===== src/rtl/mult_datapath.sv =====
// Shift-and-add datapath for the sequential multiplier: operand shifters, product
// accumulator, step counter and an acknowledged result register.
module mult_datapath #(
   parameter int unsigned WIDTH = 32
) (
   input  logic                 Clock,
   input  logic                 Reset_n,
   input  logic [WIDTH-1:0]     operand_a,
   input  logic [WIDTH-1:0]     operand_b,
   input  logic                 a_sel,
   input  logic                 b_sel,
   input  logic                 prod_sel,
   input  logic                 add_sel,
   input  logic                 hold,
   input  logic                 ack,
   output logic                 b_lsb,
   output logic                 b_zero,
   output logic                 count_done,
   output logic [2*WIDTH-1:0]   result,
   output logic                 result_valid
);

   localparam int unsigned     CW      = $clog2(WIDTH + 1);
   localparam logic [CW-1:0]   CNT_MAX = CW'(WIDTH);

   logic [2*WIDTH-1:0] a_reg;
   logic [2*WIDTH-1:0] prod_reg;
   logic [2*WIDTH-1:0] prod_next;
   logic [WIDTH-1:0]   b_reg;
   logic [CW-1:0]      cnt;
   logic               saturated;
   logic               step_en;
   logic               capture;

   always_comb begin
      saturated = prod_sel && (cnt == CNT_MAX);
      step_en   = prod_sel && (cnt != CNT_MAX);
      prod_next = prod_reg + (add_sel ? a_reg : '0);
      // Capture on the step that takes the counter from WIDTH-1 to WIDTH.
      capture   = !hold && step_en && (cnt == CNT_MAX - CW'(1));
   end

   // Saturation freezes every datapath register, including the operand shifters.
   always_ff @(posedge Clock or negedge Reset_n) begin
      if (!Reset_n) begin
         a_reg    <= '0;
         b_reg    <= '0;
         prod_reg <= '0;
         cnt      <= '0;
      end else if (!hold && !saturated) begin
         a_reg <= a_sel ? (a_reg << 1) : {{WIDTH{1'b0}}, operand_a};
         b_reg <= b_sel ? (b_reg >> 1) : operand_b;
         if (!prod_sel) begin
            prod_reg <= '0;
            cnt      <= '0;
         end else begin
            prod_reg <= prod_next;
            cnt      <= cnt + CW'(1);
         end
      end
   end

   // A capture on the same edge as ack wins, so result_valid stays set.
   always_ff @(posedge Clock or negedge Reset_n) begin
      if (!Reset_n) begin
         result       <= '0;
         result_valid <= 1'b0;
      end else if (capture) begin
         result       <= prod_next;
         result_valid <= 1'b1;
      end else if (ack) begin
         result_valid <= 1'b0;
      end
   end

   assign b_lsb      = b_reg[0];
   assign b_zero     = (b_reg == '0);
   assign count_done = (cnt == CNT_MAX);

endmodule


===== config.mk =====
export PLATFORM = sky130hd
export DESIGN_NAME = mult_datapath
export DESIGN_NICKNAME = d
export VERILOG_FILES = /design/src/rtl/mult_datapath.sv
export SDC_FILE = /design/constraint.sdc
export NUM_CORES = 1
export LEC_CHECK = 0
export BUFFER_PORTS_ARGS = -buffer_cell sky130_fd_sc_hd__buf_2
export CORE_MARGIN = 2
export CORE_UTILIZATION = 35
export CTS_BUF_LIST = sky130_fd_sc_hd__clkbuf_4 sky130_fd_sc_hd__clkbuf_8
export DETAILED_ROUTE_END_ITERATION = 12
export PLACE_DENSITY = 0.62
export SYNTH_ARGS = -nofsm -noshare
export SYNTH_HDL_FRONTEND = slang
export SYNTH_SLANG_ARGS = --single-unit

===== constraint.sdc =====
create_clock -name Clock -period 4.32 [get_ports Clock]
set_input_delay 0.648 -clock Clock [delete_from_list [all_inputs] [get_ports Clock]]
set_output_delay 0.648 -clock Clock [all_outputs]
set_load 0.01 [all_outputs]

==> results of run 1 <==
placed cells by master (no fill, tap or decap), types with 3 or more instances in the layout:
| master | Yosys | layout |
|---|---|---|
| sky130_fd_sc_hd__buf_2 | 2 | 138 |
| sky130_fd_sc_hd__or3_1 | 5 | 4 |
| sky130_fd_sc_hd__nand3_1 | 46 | 46 |
| sky130_fd_sc_hd__and2_1 | 70 | 70 |
| sky130_fd_sc_hd__inv_1 | 26 | 26 |
| sky130_fd_sc_hd__o21ai_0 | 118 | 118 |
| sky130_fd_sc_hd__o21ba_2 | 3 | 3 |
| sky130_fd_sc_hd__o21ai_1 | 3 | 3 |
| sky130_fd_sc_hd__buf_4 | 0 | 19 |
| sky130_fd_sc_hd__a31oi_1 | 10 | 10 |
| sky130_fd_sc_hd__nor2b_1 | 3 | 3 |
| sky130_fd_sc_hd__o21bai_1 | 14 | 14 |
| sky130_fd_sc_hd__nand4_1 | 15 | 15 |
| sky130_fd_sc_hd__clkbuf_4 | 0 | 9 |
| sky130_fd_sc_hd__nor2_1 | 38 | 38 |
| sky130_fd_sc_hd__and3_1 | 8 | 8 |
| sky130_fd_sc_hd__a22o_1 | 61 | 61 |
| sky130_fd_sc_hd__mux2i_1 | 63 | 63 |
| sky130_fd_sc_hd__nand2b_1 | 3 | 3 |
| sky130_fd_sc_hd__a21o_1 | 29 | 28 |
| sky130_fd_sc_hd__a21oi_1 | 83 | 82 |
| sky130_fd_sc_hd__nand2_1 | 309 | 309 |
| sky130_fd_sc_hd__dfrtp_1 | 231 | 231 |
| sky130_fd_sc_hd__clkinv_2 | 0 | 4 |
| sky130_fd_sc_hd__nor4_1 | 12 | 12 |
| sky130_fd_sc_hd__ha_1 | 65 | 65 |
| sky130_fd_sc_hd__clkbuf_8 | 0 | 58 |
| sky130_fd_sc_hd__o21a_1 | 7 | 7 |
| sky130_fd_sc_hd__nor3_1 | 13 | 12 |
| sky130_fd_sc_hd__xor2_1 | 24 | 24 |
| sky130_fd_sc_hd__clkinvlp_4 | 0 | 4 |
| sky130_fd_sc_hd__buf_12 | 0 | 4 |
| sky130_fd_sc_hd__mux2_2 | 28 | 28 |
| sky130_fd_sc_hd__xnor2_1 | 39 | 39 |
per-layer routing:
metal / vias to the layer above / track usage (%) / wire length, µm
met5: - / 0 / 0
met4: 0 / 5.141 / 685
met2: 221 / 29.53 / 16320
li1: 5367 / - / -
met1: 5280 / 25.38 / 17000
met3: 50 / 3.188 / 1661
kinds of logic after synthesis:
| logic type | count (synthesis) | share of synthesized area [%] |
|---|---|---|
| mux | 91 | 7.130 |
| buf+inv | 101 | 2.876 |
| simple gates | 534 | 18.28 |
| xor+xnor | 63 | 4.159 |
| flops | 231 | 43.57 |
| fa+ha+maj | 66 | 6.281 |
| compound gates | 360 | 17.70 |
synthesized netlist by cell type, drive strengths merged (2+ instances only):
cell / n
a221o: 2
and3: 8
o211ai: 2
nand3b: 2
o41ai: 2
nand4: 16
xnor2: 39
o21ai: 121
a21oi: 83
nand3: 46
or2: 3
a41oi: 2
mux2: 28
a21o: 29
o22ai: 2
o211a: 2
inv: 26
dfrtp: 231
a31oi: 10
o21bai: 14
clkbuf: 65
and2: 70
a31o: 2
a211oi: 2
o21a: 7
xor2: 24
ha: 65
a211o: 2
o221ai: 2
a21boi: 3
nand2: 309
nor4: 13
buf: 10
mux2i: 63
or3: 5
a311oi: 3
o2111ai: 2
nor3: 14
o21ba: 3
nor2: 38
nand2b: 3
a22o: 61
nor2b: 3
report_power, final:
group          leakage (nW)  switching, W  internal [W]
registers              3.11      0.000116       0.00231
logic                  4.32      0.000497      0.000325
clock network         0.489      0.000979       0.00133
stage by stage:
step / power (W) / instance area (µm²) / hold WS [ns] / setup WS (ns)
after floorplan: 0.002997 / 13270 / 0.3524 / 0.3422
final: 0.005562 / 15520 / 0.1261 / 0.4836
after detailed placement: 0.003289 / 14570 / 0.4518 / 0.1110
after global placement: 0.003275 / 14570 / 0.4435 / 0.1845
after global routing: 0.005841 / 15520 / 0.1848 / 0.2463
after CTS: 0.005637 / 15520 / 0.1482 / 0.4840
path summary, 6_finish.rpt:
check,startpoint,to,slack (ns),cells after the start
setup / recovery,a_reg[0]$_DFFE_PN0P_,result[60]$_DFFE_PN0P_,0.48,14
hold / removal,Reset_n,result[11]$_DFFE_PN0P_,0.13,1
setup reg to reg,a_reg[0]$_DFFE_PN0P_,result[60]$_DFFE_PN0P_,0.48,14
hold reg to reg,result[48]$_DFFE_PN0P_,result[48]$_DFFE_PN0P_,0.46,2
max in group asynchronous,Reset_n,result[52]$_DFFE_PN0P_,3.18,2
min in group Clock,ack,result_valid$_DFFE_PN0P_,0.28,2
layout make-up:
type                    instances  area share [%]
diodes                          1         0.01612
clock buffers                  67           5.578
clock inverters                 9          0.5159
inverters                      26          0.6288
multi-input cells            1114           45.92
flip-flops and latches        231           37.24
well taps                     511           4.119
repair buffers                162           5.981
==> metrics.txt, run 1 <==
TritonCTS clock tree built; critical path's top delay family compound AO/OA/AOI/OAI gates; Detail Route Antenna Nets 0; Min Clock Period, post-route approximately 3.8 ns; class of the worst hold path input pin to asynchronous set/reset pin; via total after detailed routing 10920; H-tree level count 2; RSZ-0062 raised after global routing no; Core Region around 37000 µm²; clock root buffer sky130_fd_sc_hd__clkbuf_8; Sum Neg Setup Slack 0 ns; Crit path arrival time around 4.3 ns; max incr delay on CP 0.43 ns; Synth Cell Area between 10000 and 15000 µm²; Main synth FF type sky130_fd_sc_hd__dfrtp_1; required time of the critical path between 4 and 5 ns; main area contributors after synthesis sky130_fd_sc_hd__dfrtp_1, sky130_fd_sc_hd__nand2_1, sky130_fd_sc_hd__ha_1; placed cells approximately 2000; Initial Util ~35%; global-route usage over all layers between 10% and 20%; Bufs on Longest Clock Path 3; Ys Warns 0; crit path launch type flip-flop; post-synthesis to final-layout area growth 16.99%; drt total wl around 36 mm; run status completed; number of gates resized after CTS 0; number of top-level design ports between 100 and 150; routed wire length per instance ~17 µm; number of buffers added to fix hold violations after cts 0; initial antenna violation count 1; max frequency about 260 MHz; Clk Latency, worst-skew pair 0.57 ns; area used by sequential logic in the layout between 5000 and 6000 µm²; Worst-Margin Slew 0.9115 ns; Final Hold Fails 0; portion of synthesized cell area occupied by the leading cell type a little over two fifths; Site Rows slightly above 70; number of synthesized flops with an enable pin 0; post-CTS setup buffer count 0; post-route clock period utilization 88.81%; CP Max Fanout 3; final routed DRC violation total 0; power density over the cells 358.3 nW/µm²; first-pass GRT wire length 58.26 mm; leakage component of the power ~7.9 nW; Post-synth ARST share 100.0%; Final Setup Violations 0; via count of the first global-routing pass between 10000 and 15000; number of buffers inserted during clock tree synthesis 44; routed via count divided by cell count ~5; Worst Clk Skew around 0.024 ns; proportion of layout cells with a drive suffix above 1 around 18%; final core area utilization 41.40%; Post-Syn Instances roughly 1400; Buffers on Ports between 100 and 150; fin nets about 1700; Non-Filler Instances roughly 2100; maximum number of pins on one net before global-route repair approximately 110; peak ir drop on the vdd network about 0.25 mV; synth unique cells 62; worst max-slew margin expressed relative to the limit between 30% and 40%; clock input transition at the sequential cells of the worst setup and hold paths approximately 0.060 ns; Worst Path Class, Setup flip-flop to flip-flop; total of flip-flops plus latches after synthesis between 200 and 250; fillers approximately 3900; CP bufs+invs 1; sequential element share of the synthesized area ~44%; Final Wtd Congestion approximately 0.91; router iterations before antenna repair 5; area of the die slightly below 40000 µm²; maxcap violations 0; TritonCTS sink count 231; nature of the critical path endpoint flip-flop; synthesized area per cell between 9 and 10 µm²; Final Slew Violations 0; top cell type by total area after synthesis sky130_fd_sc_hd__dfrtp_1; sequence of cells on the critical path and2_1 > ha_1 > inv_1 > fa_1 > nor2b_1 > o21bai_1 > a211oi_2 > o2111ai_1 > a211o_1 > a31o_4 > o31ai_4 > a311oi_2 > xnor2_1 > mux2_2; number of nets in the synthesized netlist approximately 1600; overall die width 198.7 µm; slowest cell on the critical path sky130_fd_sc_hd__dfrtp_1; floorplan die height about 200 µm; final global-route overflow total 0; area of combinational cells with multiple inputs 7127 µm²; detailed-placement wirelength estimate 25.50 mm; count of routing violations after the opening detailed-route iteration around 700
Note: power is estimated with default switching activity, not from simulation.
==> run 2, diff against run 1 <==
--- a/config.mk
+++ b/config.mk
@@ -6,11 +6,13 @@
 export NUM_CORES = 1
 export LEC_CHECK = 0
 export BUFFER_PORTS_ARGS = -buffer_cell sky130_fd_sc_hd__buf_2
+export CELL_PAD_IN_SITES_DETAIL_PLACEMENT = 1
+export CELL_PAD_IN_SITES_GLOBAL_PLACEMENT = 2
 export CORE_MARGIN = 2
 export CORE_UTILIZATION = 35
 export CTS_BUF_LIST = sky130_fd_sc_hd__clkbuf_4 sky130_fd_sc_hd__clkbuf_8
 export DETAILED_ROUTE_END_ITERATION = 12
-export PLACE_DENSITY = 0.62
+export PLACE_DENSITY = 0.86
 export SYNTH_ARGS = -nofsm -noshare
 export SYNTH_HDL_FRONTEND = slang
 export SYNTH_SLANG_ARGS = --single-unit
==> metrics.txt, run 2 (synthesized netlist as in run 1, its figures left out) <==
run status completed; GR Layer Usage met3 4.493% (+1.3 points); global-route usage over all layers 20.60% (+2.3 points); antenna cells 0 (-1); routed wire length per instance 18.48 µm (+9.9%); detailed-placement wirelength estimate 28.16 mm (+10%); number of buffers added to fix hold violations after cts 0 (unchanged); routed via count divided by cell count 5.270 (+2.4%); peak ir drop on the vdd network 0.2470 mV (-1.8%); drt total wl 39.20 mm (+9.9%); met2 Resource Use GR 33.94% (+4.4 points); cell count of the worst reg-to-reg path 14 (unchanged); Crit path arrival time 4.20 ns (-0.08 ns); global-route track usage on met1 27.61% (+2.2 points); Clk Latency, worst-skew pair 0.61 ns (+0.04 ns); area of the die 39480 µm² (unchanged); router iterations before antenna repair 5 (unchanged); via total after detailed routing 11180 (+2.4%); floorplan die height 198.7 µm (unchanged); required time of the critical path 4.82 ns (+0.05 ns); final global-route overflow total 0 (unchanged); overall die width 198.7 µm (unchanged); commonest cells after routing, fill and taps aside sky130_fd_sc_hd__nand2_1, sky130_fd_sc_hd__dfrtp_1, sky130_fd_sc_hd__buf_2, sky130_fd_sc_hd__o21ai_0, sky130_fd_sc_hd__a21oi_1; instance area after placement 14540 µm² (-0.26%); crit path from a_reg[0]$_DFFE_PN0P_; Detail Route Antenna Nets 0 (unchanged); R2R setup slack 0.62 ns (+0.14 ns); post-synthesis to final-layout area growth 16.97% (about the same); post-CTS setup buffer count 0 (unchanged); fin nets 1716 (-0.058%); H-tree level count 2 (unchanged); final routed DRC violation total 0 (unchanged); clock input transition at the sequential cells of the worst setup and hold paths 0.07 ns (about the same); final core area utilization 41.39% (about the same); Buffers on Ports 139 (unchanged); class of the worst hold path input pin to asynchronous set/reset pin; worst reg2reg path endpoint result[60]$_DFFE_PN0P_; Site Rows 71 (unchanged); max frequency 270.4 MHz (+3.8%); initial antenna violation count 1 (unchanged); number of top-level design ports 140 (unchanged); Sum Neg Setup Slack 0 ns (unchanged); Final Setup Violations 0 (unchanged); count of routing violations after the opening detailed-route iteration 668 (-3.9%); Final Hold Fails 0 (unchanged); FF-to-FF Start a_reg[0]$_DFFE_PN0P_; power density over the cells 367.0 nW/µm² (+2.4%); post-route clock period utilization 85.59% (-3.2 points); Final Slew Violations 0 (unchanged); maximum number of pins on one net before global-route repair 110 (+0.92%); Min Clock Period, post-route 3.698 ns (-0.1387 ns); global-route layer with the greatest usage met2; nature of the critical path endpoint flip-flop; Bufs on Longest Clock Path 3 (unchanged); RSZ-0062 raised after global routing no; leakage component of the power 7.925 nW (about the same); Core Region 37490 µm² (unchanged); clock root buffer sky130_fd_sc_hd__clkbuf_8; maxcap violations 0 (unchanged); Initial Util 35.39% (unchanged); number of buffers inserted during clock tree synthesis 43 (-2.3%); final worst setup slack 0.6223 ns (+0.1387 ns); cell area after layout 15520 µm² (about the same); first-pass GRT wire length 64.82 mm (+11%); number of gates resized after CTS 0 (unchanged); CP Max Fanout 3 (unchanged); crit path launch type flip-flop; Final Wtd Congestion 0.8768 (-3.1%); TritonCTS sink count 231 (unchanged); Worst Clk Skew 0.02511 ns (+0.001316 ns); proportion of layout cells with a drive suffix above 1 17.95% (+0.051 points); Setup Slack @ Placement 0.1805 ns (+0.06952 ns); Worst-Margin Slew 1.022 ns (+0.1105 ns); most common library cell in the layout ignoring fill and taps sky130_fd_sc_hd__nand2_1; Worst Path Class, Setup flip-flop to flip-flop; worst max-slew margin expressed relative to the limit 31.86% (-7.4 points); via count of the first global-routing pass 12060 (+11%); TritonCTS clock tree built
-- run 2: worst max-delay path, stage by stage (launching register included) --
cell and delay (ns):
sky130_fd_sc_hd__dfrtp_1 0.41, sky130_fd_sc_hd__and2_1 0.15, sky130_fd_sc_hd__ha_1 0.16, sky130_fd_sc_hd__inv_1 0.06, sky130_fd_sc_hd__fa_1 0.39, sky130_fd_sc_hd__nor2b_1 0.18
sky130_fd_sc_hd__o21bai_1 0.12, sky130_fd_sc_hd__a211oi_2 0.31, sky130_fd_sc_hd__o2111ai_1 0.26, sky130_fd_sc_hd__a211o_1 0.37, sky130_fd_sc_hd__a31o_4 0.28, sky130_fd_sc_hd__o31ai_4 0.31
sky130_fd_sc_hd__a311oi_2 0.16, sky130_fd_sc_hd__xnor2_1 0.15, sky130_fd_sc_hd__mux2_2 0.27
-- run 2: how the worst max path moves through the flow --
stage / to / slack (ns) / depth (start not counted)
after floorplan: result[60]$_DFFE_PN0P_ / 0.34 / 16
after global placement: result[61]$_DFFE_PN0P_ / 0.30 / 16
after detailed placement: result[61]$_DFFE_PN0P_ / 0.18 / 16
after CTS: result[60]$_DFFE_PN0P_ / 0.60 / 14
after global routing: result[50]$_DFFE_PN0P_ / 0.35 / 15
final: result[60]$_DFFE_PN0P_ / 0.62 / 14
-- run 2: routing by layer --
metal / part of all wire, % / wire length (µm)
met4: 1.7 / 673
met1: 47 / 18510
met2: 46 / 18220
met3: 4.6 / 1798
met5: 0 / 0
-- run 2: power by group --
part | switching (W) | leakage, nW | internal [W]
clock | 0.000998 | 0.505 | 0.00143
sequential | 0.000118 | 3.11 | 0.00231
combinational | 0.000521 | 4.31 | 0.000322
-- run 2: per-stage QoR --
stage | std cells | hold slack [ns] | power, W
finish | 2121 | 0.05142 | 0.005696
global route | 2121 | 0.1148 | 0.006004
CTS | 2121 | 0.1347 | 0.005779
detailed placement | 2044 | 0.4550 | 0.003316
global placement | 2044 | 0.4467 | 0.003284
floorplan | 1446 | 0.3524 | 0.002997
-- run 2: layout make-up --
| type | count | area (µm²) |
|---|---|---|
| Fill cell | 4390 | 21970 |
| Tap cell | 511 | 639.4 |
| Multi-Input combinational cell | 1114 | 7127 |
| Timing Repair Buffer | 162 | 890.9 |
| Sequential cell | 231 | 5781 |
| Inverter | 26 | 97.59 |
| Clock inverter | 10 | 135.1 |
| Clock buffer | 67 | 847.1 |
==> run 3, diff against run 2 <==
--- a/config.mk
+++ b/config.mk
@@ -12,6 +12,7 @@
 export CORE_UTILIZATION = 35
 export CTS_BUF_LIST = sky130_fd_sc_hd__clkbuf_4 sky130_fd_sc_hd__clkbuf_8
 export DETAILED_ROUTE_END_ITERATION = 12
+export MAX_ROUTING_LAYER = met4
 export PLACE_DENSITY = 0.86
 export SYNTH_ARGS = -nofsm -noshare
 export SYNTH_HDL_FRONTEND = slang
==> metrics.txt, run 3 (synthesized netlist as in run 1, its figures left out) <==
number of buffers added to fix hold violations after cts 0 (unchanged); fin nets 1716 (unchanged); clock root buffer sky130_fd_sc_hd__clkbuf_8; max incr delay on CP 0.41 ns (about the same); post-CTS setup buffer count 0 (unchanged); TritonCTS clock tree built; crit path launch type flip-flop; drt total wl 39.14 mm (-0.15%); instance area after placement 14540 µm² (unchanged); Final Setup Violations 0 (unchanged); Site Rows 71 (unchanged); RSZ-0062 raised after global routing no; Core Region 37490 µm² (unchanged); Worst Clk Skew 0.02448 ns (-0.0006268 ns); number of top-level design ports 140 (unchanged); routed via count divided by cell count 5.261 (-0.16%); TritonCTS sink count 231 (unchanged); area used by sequential logic in the layout 5781 µm² (unchanged); class of the worst hold path input pin to asynchronous set/reset pin; floorplan die height 198.7 µm (unchanged); peak ir drop on the vdd network 0.2463 mV (-0.29%); via count of the first global-routing pass 12060 (-0.041%); worst max-slew margin expressed relative to the limit 30.48% (-1.4 points); Final Slew Violations 0 (unchanged); number of buffers inserted during clock tree synthesis 43 (unchanged); Worst Path Class, Setup flip-flop to flip-flop; overall die width 198.7 µm (unchanged); Non-Filler Instances 2121 (unchanged); detailed-placement wirelength estimate 28.16 mm (unchanged); Final Hold Fails 0 (unchanged); initial antenna violation count 1 (unchanged); final routed DRC violation total 0 (unchanged); sequence of cells on the critical path and2_1 > ha_1 > inv_1 > fa_1 > nor2b_1 > o21bai_1 > a211oi_2 > o2111ai_1 > a211o_1 > a31o_4 > o31ai_4 > a311oi_2 > xnor2_1 > mux2_2; leakage component of the power 7.925 nW (unchanged); final core area utilization 41.39% (unchanged); FF-to-FF Start a_reg[0]$_DFFE_PN0P_; nature of the critical path endpoint flip-flop; router iterations before antenna repair 6 (+1); Bufs on Longest Clock Path 3 (unchanged); placed cells 2044 (unchanged); antenna cells 0 (unchanged); proportion of layout cells with a drive suffix above 1 17.95% (unchanged); most common library cell in the layout ignoring fill and taps sky130_fd_sc_hd__nand2_1; clock input transition at the sequential cells of the worst setup and hold paths 0.07 ns (about the same); Sum Neg Setup Slack 0 ns (unchanged); power density over the cells 367.0 nW/µm² (about the same); Clk Latency, worst-skew pair 0.61 ns (about the same); post-route worst hold slack 0.05037 ns (-0.001051 ns); Worst-Margin Slew 1.043 ns (+0.02080 ns); post-route clock period utilization 85.35% (-0.25 points); maximum number of pins on one net before global-route repair 110 (unchanged); commonest cells after routing, fill and taps aside sky130_fd_sc_hd__nand2_1, sky130_fd_sc_hd__dfrtp_1, sky130_fd_sc_hd__buf_2, sky130_fd_sc_hd__o21ai_0, sky130_fd_sc_hd__a21oi_1; area of combinational cells with multiple inputs 7127 µm² (unchanged); Final Wtd Congestion 0.8913 (+1.7%); maxcap violations 0 (unchanged); slowest cell on the critical path sky130_fd_sc_hd__dfrtp_1; Min Clock Period, post-route 3.687 ns (-0.01071 ns); via total after detailed routing 11160 (-0.16%); number of gates resized after CTS 0 (unchanged); fillers 4390 (unchanged); H-tree level count 2 (unchanged); routed wire length per instance 18.45 µm (-0.15%); global-route usage over all layers 21.18% (+0.59 points); count of routing violations after the opening detailed-route iteration 630 (-5.7%); Crit path arrival time 4.19 ns (about the same); area of the die 39480 µm² (unchanged); run status completed; first-pass GRT wire length 64.70 mm (-0.18%); Initial Util 35.39% (unchanged); final global-route overflow total 0 (unchanged); required time of the critical path 4.82 ns (about the same); max frequency 271.2 MHz (+0.29%); crit path from a_reg[0]$_DFFE_PN0P_; cell area after layout 15520 µm² (unchanged); CP Max Fanout 3 (unchanged); Detail Route Antenna Nets 0 (unchanged); Buffers on Ports 139 (unchanged); post-synthesis to final-layout area growth 16.97% (unchanged)
## run 3: cell counts in the layout (fill, tap and decap cells not counted)
Identical to the previous run, type by type.
## run 3: critical path, delay by kind of cell, from the launching register on
kind | cells | cell delay [ns]
and+or+nand+nor | 2 | 0.33
muxes | 1 | 0.27
AOI/OAI and AO/OA | 7 | 1.80
adders and majority gates | 2 | 0.55
buffers and inverters | 1 | 0.06
DFF | 1 | 0.41
xor gates and xnor gates | 1 | 0.15
## run 3: area by class of cell
class                   instances  share of cell area (%)
multi-input cells            1114                   45.93
flip-flops and latches        231                   37.25
repair buffers                162                   5.741
clock buffers                  67                   5.459
well taps                     511                   4.120
clock inverters                10                  0.8708
inverters                      26                  0.6289
## run 3: per-stage QoR
step / setup slack [ns] / total power (W)
CTS: 0.6002 / 0.005779
global placement: 0.2995 / 0.003284
global route: 0.3487 / 0.006005
finish: 0.6330 / 0.005695
detailed placement: 0.1805 / 0.003316
floorplan: 0.3422 / 0.002997
## run 3: where the power goes
| part | internal [W] | switching (W) | leakage [nW] | total (W) |
|---|---|---|---|---|
| sequential | 0.00231 | 0.000119 | 3.11 | 0.00243 |
| clock | 0.00143 | 0.000996 | 0.505 | 0.00242 |
| combinational | 0.000322 | 0.000521 | 4.31 | 0.000843 |
| total | 0.00406 | 0.00164 | 7.92 | 0.00569 |
## run 3: path summary, 6_finish.rpt
| kind | end | slack [ns] | cells past startpoint |
|---|---|---|---|
| max | result[60]$_DFFE_PN0P_ | 0.63 | 14 |
| min | result[13]$_DFFE_PN0P_ | 0.05 | 1 |
| max reg2reg | result[60]$_DFFE_PN0P_ | 0.63 | 14 |
| min reg2reg | result[15]$_DFFE_PN0P_ | 0.46 | 2 |
| max in group asynchronous | b_reg[28]$_DFFE_PN0P_ | 3.18 | 2 |
| min in group Clock | result_valid$_DFFE_PN0P_ | 0.24 | 2 |
## run 3: layer usage
layer | global-route usage [%] | vias to the layer above | routed length (µm)
met3 | 4.357 | 49 | 1701
li1 | - | 5352 | -
met5 | - | - | 0
met2 | 33.89 | 175 | 18180
met1 | 27.67 | 5583 | 18590
met4 | 4.837 | 0 | 671
